[src/rtl/char_rom_pkg.sv]
// Shared widths and read latency for the character ROM reader.
// CHAR_ROM_OUTREG_EN selects a ROM with its output register (two-cycle read).
package char_rom_pkg;

   localparam int CHAR_W_D = 7;
   localparam int ROW_W_D  = 4;
   localparam int DATA_W_D = 8;
   localparam int ADDR_W_D = CHAR_W_D + ROW_W_D;
   localparam int DEPTH_D  = 4;

`ifdef CHAR_ROM_OUTREG_EN
   localparam int LAT = 2;
`else
   localparam int LAT = 1;
`endif

endpackage

[src/rtl/char_rom_reader_if.sv]
// Request/response handshake bundle between a client and the reader.
// master = client side, slave = reader side.
interface char_rom_reader_if
   import char_rom_pkg::*;
#(
   parameter int CHAR_W = CHAR_W_D,
   parameter int ROW_W  = ROW_W_D,
   parameter int DATA_W = DATA_W_D
) ();

   logic              req_valid;
   logic              req_ready;
   logic [CHAR_W-1:0] req_char;
   logic [ROW_W-1:0]  req_row;
   logic              rsp_valid;
   logic              rsp_ready;
   logic [DATA_W-1:0] rsp_data;
   logic [ROW_W-1:0]  rsp_row;

   modport master (
      output req_valid,
      output req_char,
      output req_row,
      output rsp_ready,
      input  req_ready,
      input  rsp_valid,
      input  rsp_data,
      input  rsp_row
   );

   modport slave (
      input  req_valid,
      input  req_char,
      input  req_row,
      input  rsp_ready,
      output req_ready,
      output rsp_valid,
      output rsp_data,
      output rsp_row
   );

endinterface

[src/rtl/char_rom_rsp_fifo.sv]
// Response buffer: DEPTH-entry FIFO with wrapping pointers and occupancy count.
// Head reads as zero when empty; caller never pushes when full.
module char_rom_rsp_fifo #(
   parameter int DEPTH = 4,
   parameter int W     = 12
) (
   input  logic                       clk,
   input  logic                       rst_n,
   input  logic                       i_push,
   input  logic [W-1:0]               i_data,
   input  logic                       i_pop,
   output logic [W-1:0]               o_data,
   output logic [$clog2(DEPTH):0]     o_count
);

   localparam int AW    = $clog2(DEPTH);
   localparam int CNT_W = AW + 1;

   logic [W-1:0]     r_mem [DEPTH];
   logic [AW-1:0]    r_wp;
   logic [AW-1:0]    r_rp;
   logic [CNT_W-1:0] r_cnt;
   logic             w_pop;

   assign w_pop = i_pop && (r_cnt != '0);

   always_ff @(posedge clk or negedge rst_n) begin
      if (!rst_n) begin
         for (int i = 0; i < DEPTH; i++) begin
            r_mem[i] <= '0;
         end
         r_wp  <= '0;
         r_rp  <= '0;
         r_cnt <= '0;
      end else begin
         if (i_push) begin
            r_mem[r_wp] <= i_data;
            r_wp        <= r_wp + AW'(1);
         end
         if (w_pop) begin
            r_rp <= r_rp + AW'(1);
         end
         unique case ({i_push, w_pop})
            2'b10:   r_cnt <= r_cnt + CNT_W'(1);
            2'b01:   r_cnt <= r_cnt - CNT_W'(1);
            default: r_cnt <= r_cnt;
         endcase
      end
   end

   assign o_data  = (r_cnt != '0) ? r_mem[r_rp] : '0;
   assign o_count = r_cnt;

endmodule

[src/rtl/char_rom_reader.sv]
// Issues glyph-row reads to a synchronous character ROM and buffers replies.
// Read latency set by CHAR_ROM_OUTREG_EN (see char_rom_pkg).
module char_rom_reader
   import char_rom_pkg::*;
#(
   parameter int CHAR_W = CHAR_W_D,
   parameter int ROW_W  = ROW_W_D,
   parameter int DATA_W = DATA_W_D,
   parameter int DEPTH  = DEPTH_D
) (
   input  logic                    clk,
   input  logic                    rst_n,
   char_rom_reader_if.slave        bus,
   output logic [CHAR_W+ROW_W-1:0] rom_addr,
   output logic                    rom_clk_en,
   input  logic [DATA_W-1:0]       rom_data,
   output logic                    busy
);

   localparam int CNT_W = $clog2(DEPTH) + 1;
   localparam logic [CNT_W:0] DEPTH_C = DEPTH[CNT_W:0];

   logic [LAT:0]            r_vld;
   logic [LAT:0][ROW_W-1:0] r_row;
   logic [CHAR_W+ROW_W-1:0] r_addr;

   logic                    w_acc;
   logic                    w_push;
   logic                    w_pop;
   logic [CNT_W-1:0]        w_count;
   logic [CNT_W-1:0]        w_inflight;
   logic [CNT_W:0]          w_need;
   logic [ROW_W+DATA_W-1:0] w_head;

   // Stage 0 is the ROM issue cycle; stage LAT holds the cycle rom_data is valid.
   assign w_inflight = CNT_W'($countones(r_vld));
   assign w_need     = {1'b0, w_inflight} + {1'b0, w_count};
   assign bus.req_ready = (w_need < DEPTH_C);
   assign w_acc      = bus.req_valid && bus.req_ready;
   assign w_push     = r_vld[LAT];
   assign w_pop      = bus.rsp_valid && bus.rsp_ready;

   always_ff @(posedge clk or negedge rst_n) begin
      if (!rst_n) begin
         r_vld  <= '0;
         r_row  <= '0;
         r_addr <= '0;
      end else begin
         r_vld <= {r_vld[LAT-1:0], w_acc};
         r_row <= {r_row[LAT-1:0], bus.req_row};
         if (w_acc) begin
            r_addr <= {bus.req_char, bus.req_row};
         end
      end
   end

   assign rom_addr   = r_addr;
   assign rom_clk_en = r_vld[0];

   char_rom_rsp_fifo #(
      .DEPTH (DEPTH),
      .W     (ROW_W + DATA_W)
   ) u_fifo (
      .clk     (clk),
      .rst_n   (rst_n),
      .i_push  (w_push),
      .i_data  ({r_row[LAT], rom_data}),
      .i_pop   (w_pop),
      .o_data  (w_head),
      .o_count (w_count)
   );

   assign bus.rsp_valid = (w_count != '0);
   assign {bus.rsp_row, bus.rsp_data} = w_head;
   assign busy = (r_vld != '0) || (w_count != '0);

endmodule

[src/flat_wrapper.sv]
// flat-port wrapper written by rule: the top's interface ports become plain ports
module char_rom_reader_flat import char_rom_pkg::*;
#(
   parameter int CHAR_W = CHAR_W_D,
   parameter int ROW_W  = ROW_W_D,
   parameter int DATA_W = DATA_W_D,
   parameter int DEPTH  = DEPTH_D
)
  (clk, rst_n, rom_addr, rom_clk_en, rom_data, busy, bus_req_valid, bus_req_char, bus_req_row, bus_rsp_ready, bus_req_ready, bus_rsp_valid, bus_rsp_data, bus_rsp_row);
  char_rom_reader_if #(.CHAR_W(CHAR_W), .ROW_W(ROW_W), .DATA_W(DATA_W)) bus_i ();
  input  logic clk;
  input  logic rst_n;
  output logic [CHAR_W+ROW_W-1:0] rom_addr;
  output logic rom_clk_en;
  input  logic [DATA_W-1:0] rom_data;
  output logic busy;
  input wire logic [$bits(bus_i.req_valid)-1:0] bus_req_valid;
  input wire logic [$bits(bus_i.req_char)-1:0] bus_req_char;
  input wire logic [$bits(bus_i.req_row)-1:0] bus_req_row;
  input wire logic [$bits(bus_i.rsp_ready)-1:0] bus_rsp_ready;
  output wire logic [$bits(bus_i.req_ready)-1:0] bus_req_ready;
  output wire logic [$bits(bus_i.rsp_valid)-1:0] bus_rsp_valid;
  output wire logic [$bits(bus_i.rsp_data)-1:0] bus_rsp_data;
  output wire logic [$bits(bus_i.rsp_row)-1:0] bus_rsp_row;
  assign bus_i.req_valid = bus_req_valid;
  assign bus_i.req_char = bus_req_char;
  assign bus_i.req_row = bus_req_row;
  assign bus_i.rsp_ready = bus_rsp_ready;
  assign bus_req_ready = bus_i.req_ready;
  assign bus_rsp_valid = bus_i.rsp_valid;
  assign bus_rsp_data = bus_i.rsp_data;
  assign bus_rsp_row = bus_i.rsp_row;
  char_rom_reader #(.CHAR_W(CHAR_W), .ROW_W(ROW_W), .DATA_W(DATA_W), .DEPTH(DEPTH)) u_core (.clk(clk), .rst_n(rst_n), .bus(bus_i), .rom_addr(rom_addr), .rom_clk_en(rom_clk_en), .rom_data(rom_data), .busy(busy));
endmodule
[config.mk]
export PLATFORM = sky130hd
export DESIGN_NAME = char_rom_reader_flat
export DESIGN_NICKNAME = d
export VERILOG_FILES = /design/src/rtl/char_rom_pkg.sv /design/src/rtl/char_rom_reader_if.sv /design/src/rtl/char_rom_rsp_fifo.sv /design/src/rtl/char_rom_reader.sv /design/src/flat_wrapper.sv
export SDC_FILE = /design/constraint.sdc
export NUM_CORES = 1
export LEC_CHECK = 0
export ABC_CLOCK_PERIOD_IN_PS = 4330
export CAP_MARGIN = 20
export CELL_PAD_IN_SITES_DETAIL_PLACEMENT = 1
export CELL_PAD_IN_SITES_GLOBAL_PLACEMENT = 1
export CORE_MARGIN = 2
export CORE_UTILIZATION = 56
export DETAILED_ROUTE_END_ITERATION = 10
export DONT_BUFFER_PORTS = 1
export PLACE_DENSITY = 0.88
export SLEW_MARGIN = 40
export SYNTH_ARGS = -nofsm -noshare
export SYNTH_HDL_FRONTEND = slang
export SYNTH_SLANG_ARGS = --single-unit
[constraint.sdc]
create_clock -name clk -period 4.33 [get_ports clk]
set_input_delay 0.866 -clock clk [delete_from_list [all_inputs] [get_ports clk]]
set_output_delay 0.866 -clock clk [all_outputs]
set_load 0.03 [all_outputs]
## Yosys cells after proc, flatten, opt, wreduce, memory -nomap -nowiden

Cells that the tools add are included.

- Logic and storage cells: 41
- Input bits: 23
- Flip-flop bits (word level): 76

- Equality and inequality tests: 2
- Add/sub/neg operators: 6
- Bitwise operators: 2
- Order comparisons: 4
- Mux-type cells: 8
- Reductions and logical operators: 8

Operators by type and width:

| cell | number |
|---|---|
| $bwmux 48 | 1 |
| $mux 12 | 4 |
| $bmux 12 s2 | 1 |
| $demux 12 s2 | 1 |
| $ge 3x3->1 const B | 2 |
| $not 2->3 | 2 |
| $pmux 3 s2 | 1 |
| $add 2x1->2 const B | 2 |
| $add 3x3->4 | 1 |
| $logic_and 1x1->1 | 4 |
| $lt 4x3->1 const B | 1 |
| $reduce_bool 2->1 | 2 |
| $add 3x1->3 const B | 1 |
| $lt 3x1->1 const B | 1 |
| $reduce_bool 3->1 | 1 |
| $sub 3x1->3 const B | 1 |
| $add 1x1->2 | 1 |
| $eq 2x1->1 const B | 1 |
| $eq 2x2->1 const B | 1 |
| $logic_or 1x1->1 | 1 |

## Longest topological paths before layout

- Depth after elaboration: 6
- Gate-level depth with buffers: 9
- Gate-level depth less buffers: 9

## Hierarchy

Synthesis repeated with hierarchy kept, for this count alone.

- Cells, all modules: 207
- Area total of the unflattened synthesis: 3316.9 um^2

Modules (own cells, without submodules):

| module | times used | cells each | seq. area each (um^2) | area an instance (um^2) |
|---|---|---|---|---|
| char_rom_rsp_fifo | 1 | 166 | 1376.3 | 2542.4 |
| char_rom_reader | 1 | 41 | 525.5 | 774.5 |

## Worst setup path after synthesis

Ideal clock, no wire load.

- Path kind: register -> output
- Start: register u_core.r_vld[0]
- End: output port bus_req_ready
- Cell stages (with the launch flop): 4
- Slack: 1.822 ns
- Path buffers: 0
- Required time: 3.464 ns
- Data arrival time: 1.642 ns
- Cells stage by stage: dfrtp_1 -> ha_1 -> ha_1 -> a311oi_2

- Cells in the longest elaborated chain, start to end: 3

RTL lines:

| item | RTL line | RTL |
|---|---|---|
| start: declaration | char_rom_reader.sv:23 | `logic [LAT:0] r_vld;` |
| start signal: assignment | char_rom_reader.sv:49 | `r_vld <= {r_vld[LAT-1:0], w_acc};` |
| $add 1x1->2 (implied by the code) | char_rom_reader.sv:36 | `assign w_inflight = CNT_W'($countones(r_vld));` |
| $add 3x3->4 | char_rom_reader.sv:37 | `assign w_need = {1'b0, w_inflight} + {1'b0, w_count};` |
| $lt 4x3->1 | char_rom_reader.sv:38 | `assign bus.req_ready = (w_need < DEPTH_C);` |
| end: declaration | flat_wrapper.sv:21 | `output wire logic [$bits(bus_i.req_ready)-1:0] bus_req_ready;` |

No other way between the ends.

## Worst setup path in the final report

Ends and elaborated chain as after synthesis.

==> results.toml <==
[status]
outcome = "complete, no violations"

[clocking]
clock_latency_ns = 0.34
tritoncts = "yes"
root_buffer = "sky130_fd_sc_hd__clkbuf_8"
post_cts_buffers = 0
hold_buffers = 0
htreeDepth = 3
tritoncts_buffer_count = 9
cts.repair.resized = 0
maximum_clock_insertion_buffer_count = 2
clkSlewWorstSetupHoldPaths_ns = 0.08
numClockSinks = 76

[synth]
synth.mux.area_fraction = 0.295
ys_ff_latch = 76
yosysSeqAreaShare = 0.576
yosys.area_share.adder = 0.0363
synthDistinctLibCells = 21
synthSimpleGateAreaFrac = 0.0386
synth_compound_gate_area_share = 0.00757
syn_inst = 208
syn-num-nets = 240
yosysWarningCount = 0
synthesis.area_sq_um = 3300
synthesis.area_per_instance_sq_um = 15.9
yosys.area_share.xor_xnor = 0.0159
synth_top_family_by_area = "multiplexers"

[final_layout]
layout-drive-gt1-share = 0.397
top_library_cells_by_usage_in_the_layout_fill_and_taps_aside = "sky130_fd_sc_hd__dfrtp_1 (75), sky130_fd_sc_hd__mux2_2 (50), sky130_fd_sc_hd__and2_1 (13), sky130_fd_sc_hd__clkbuf_8 (12), sky130_fd_sc_hd__mux4_2 (10)"
finalNetCount = 241
syn_to_final_growth_pct = 6.21
final_common_cell = "sky130_fd_sc_hd__dfrtp_1"
antenna-diode-count = 0

[floorplanning]
rows = 27
die_area_sq_um = 6530
placeable_core_region_sq_um = 5610
io-pin-count = 50
die_height_um = 80.8
die_boundary_width_um = 80.8
initial_util = 0.589

[critical_path]
critPathCaptureType = "primary output"
worst_ep_arrival_time_ns = 2.07
timing.critical_path.fanout_max = 4
worstPathRequired_ns = 3.46
cp-start-kind = "flop"
timing.critical_path.mode_cell = "sky130_fd_sc_hd__ha_1"
worst-setup-path-type = "flop to primary output"
worst_path_largest_cell_delay_ns = 0.66
timing.critical_path.max_delay_family = "compound AO/OA/AOI/OAI gates"
critPathBufInv = 0
timing.critical_path.cells = "ha_1 -> ha_1 -> a311oi_2"
worst_path_max_delay_cell = "sky130_fd_sc_hd__a311oi_2"

[sta]
maxSlewHeadroom = 0.525
setup_viol = 0
setup_tns_ns = 0
timing_max_transition_violations_final = 0
clock.fmax_mhz = 341
max_slew.worst_pin.slew_ns = 0.712
hold_violations = 0
fin_crit_sh = 0.678
final_period_minus_worst_setup_slack_ns = 2.93
final.setup_skew_ns = 0.00842
unrepaired_setup_endpoints_after_global_routing = "false"

[global_routing]
grt_usage = 0.238
grt_remaining_overflow = 0
grt_max_degree = 77
antenna_found_initial = 0
grt_pass1_wl_mm = 11.1
first_global_vias = 1999

[route]
vias = 1695
total_drc_errors_in_the_routed_layout = 0
finalWirelength_mm = 6.79
firstDrtPassIters = 4
wl_per_cell_um = 23.8
postRouteAntennaNets = 0
avgViaCountPerCell = 5.93
drtIter0Drc = 127

[power_and_ir_drop]
p_switching_mw = 1.27
vdd.ir_drop.worst_mv = 0.439
power_internal_mw = 1.89
p_sw_frac = 0.402
power.total_mw = 3.16
sequentialPowerShare = 0.455
share_comb_of_total_power = 0.387
reported_leakage_power_nw = 1.56
pwr-share-clk = 0.158
power_density_nw_per_um2 = 901

[hold_path]
min-delay-path-class = "input pin to async pin"

[placed_design]
post-dp-hpwl_mm = 4.21
globalplace.congestion = 0.660
port-buffer-count = 0

[flow_run]
maxCapViolCount = 0
per-layer routing:
metal	GRT usage	vias up	part of all wire
met5	0	-	0
met4	0.117	0	0.021
met3	0.0456	13	0.042
met2	0.394	43	0.52
met1	0.304	915	0.42
li1	-	724	-
kinds of logic (layout without fill, tap and decap cells):
| group | count (synthesis) | count (layout) |
|---|---|---|
| AOI/OAI and AO/OA | 3 | 3 |
| adders and majority gates | 9 | 9 |
| buffers and inverters | 19 | 25 |
| xor gates and xnor gates | 6 | 6 |
| muxes | 71 | 71 |
| DFF | 76 | 76 |
| and+or+nand+nor | 24 | 24 |
path summary, 6_finish.rpt:
kind / from / to / slack, ns / depth (start not counted)
max in group asynchronous: rst_n / u_core.u_fifo.r_mem[44] / 4.00 / 0
min in group clk: u_core.r_row[3] / u_core.r_row[7] / 0.35 / 0
max: u_core.r_vld[0] / bus_req_ready / 1.40 / 3
max reg2reg: u_core.r_vld[0] / u_core.rom_addr[0] / 1.69 / 5
min: rst_n / u_core.u_fifo.r_mem[35] / 0.22 / 0
min reg2reg: u_core.r_row[3] / u_core.r_row[7] / 0.35 / 0
worst register-to-register path, cell delays in order, from the launching register on:
cell	delay, ns
sky130_fd_sc_hd__dfrtp_1	0.52
sky130_fd_sc_hd__ha_1	0.27
sky130_fd_sc_hd__ha_1	0.28
sky130_fd_sc_hd__a311oi_2	0.66
sky130_fd_sc_hd__nand2_2	0.40
sky130_fd_sc_hd__mux2_4	0.40
registers in the layout, indices dropped and copies added (netlist names):
name                   count
u_core.r_row               8
u_core.u_fifo.r_mem       48
u_core.u_fifo.r_wp         2
u_core.u_fifo.r_rp         2
u_core.r_vld               2
u_core.u_fifo.o_count      3
u_core.rom_addr           11
Yosys cell counts:
| cell type | count | share of area |
|---|---|---|
| sky130_fd_sc_hd__and2_1 | 13 | 0.025 |
| sky130_fd_sc_hd__dfrtp_1 | 76 | 0.58 |
| sky130_fd_sc_hd__nand3_1 | 1 | 0.0015 |
| sky130_fd_sc_hd__o21ai_0 | 2 | 0.0030 |
| sky130_fd_sc_hd__mux2_2 | 50 | 0.17 |
| sky130_fd_sc_hd__buf_2 | 6 | 0.0091 |
| sky130_fd_sc_hd__buf_6 | 3 | 0.010 |
| sky130_fd_sc_hd__xnor2_1 | 2 | 0.0053 |
| sky130_fd_sc_hd__xor2_1 | 4 | 0.011 |
| sky130_fd_sc_hd__nor2_1 | 1 | 0.0011 |
| sky130_fd_sc_hd__nand2_2 | 1 | 0.0019 |
| sky130_fd_sc_hd__mux4_2 | 10 | 0.068 |
| sky130_fd_sc_hd__mux2_4 | 9 | 0.041 |
| sky130_fd_sc_hd__nand2_1 | 7 | 0.0080 |
| sky130_fd_sc_hd__clkbuf_1 | 1 | 0.0011 |
| sky130_fd_sc_hd__a311oi_2 | 1 | 0.0045 |
| sky130_fd_sc_hd__nor3_1 | 1 | 0.0015 |
| sky130_fd_sc_hd__inv_1 | 9 | 0.010 |
| sky130_fd_sc_hd__ha_1 | 8 | 0.030 |
| sky130_fd_sc_hd__mux4_1 | 2 | 0.016 |
| sky130_fd_sc_hd__fa_1 | 1 | 0.0061 |
power groups by stage:
stage,sequential (mW),combinational (mW),clock (mW)
floorplan,1.29,1.14,0
global placement,1.39,1.14,0
detailed placement,1.43,1.22,0
CTS,1.44,1.24,0.509
global route,1.49,1.32,0.541
finish,1.44,1.23,0.499
metrics by stage:
stage          utilization  setup slack, ns  cell area [sq um]  cells  hold WS (ns)
5_1_grt              0.626             1.31               3510    286         0.205
6_report             0.626             1.40               3510    286         0.219
3_3_place_gp         0.593             1.63               3330    270         0.335
3_5_place_dp         0.593             1.62               3330    270         0.338
2_1_floorplan            -             1.82               3300    208         0.331
4_1_cts              0.626             1.20               3510    286         0.206
cell type report:
cell class | count | area, sq um
multi-input combinational | 113 | 1300
fill | 526 | 2100
clock inverter | 1 | 5.00
sequential | 76 | 1900
tap | 72 | 90.1
inverter | 9 | 33.8
clock buffer | 15 | 176
Note: power is estimated with default switching activity, not from simulation.
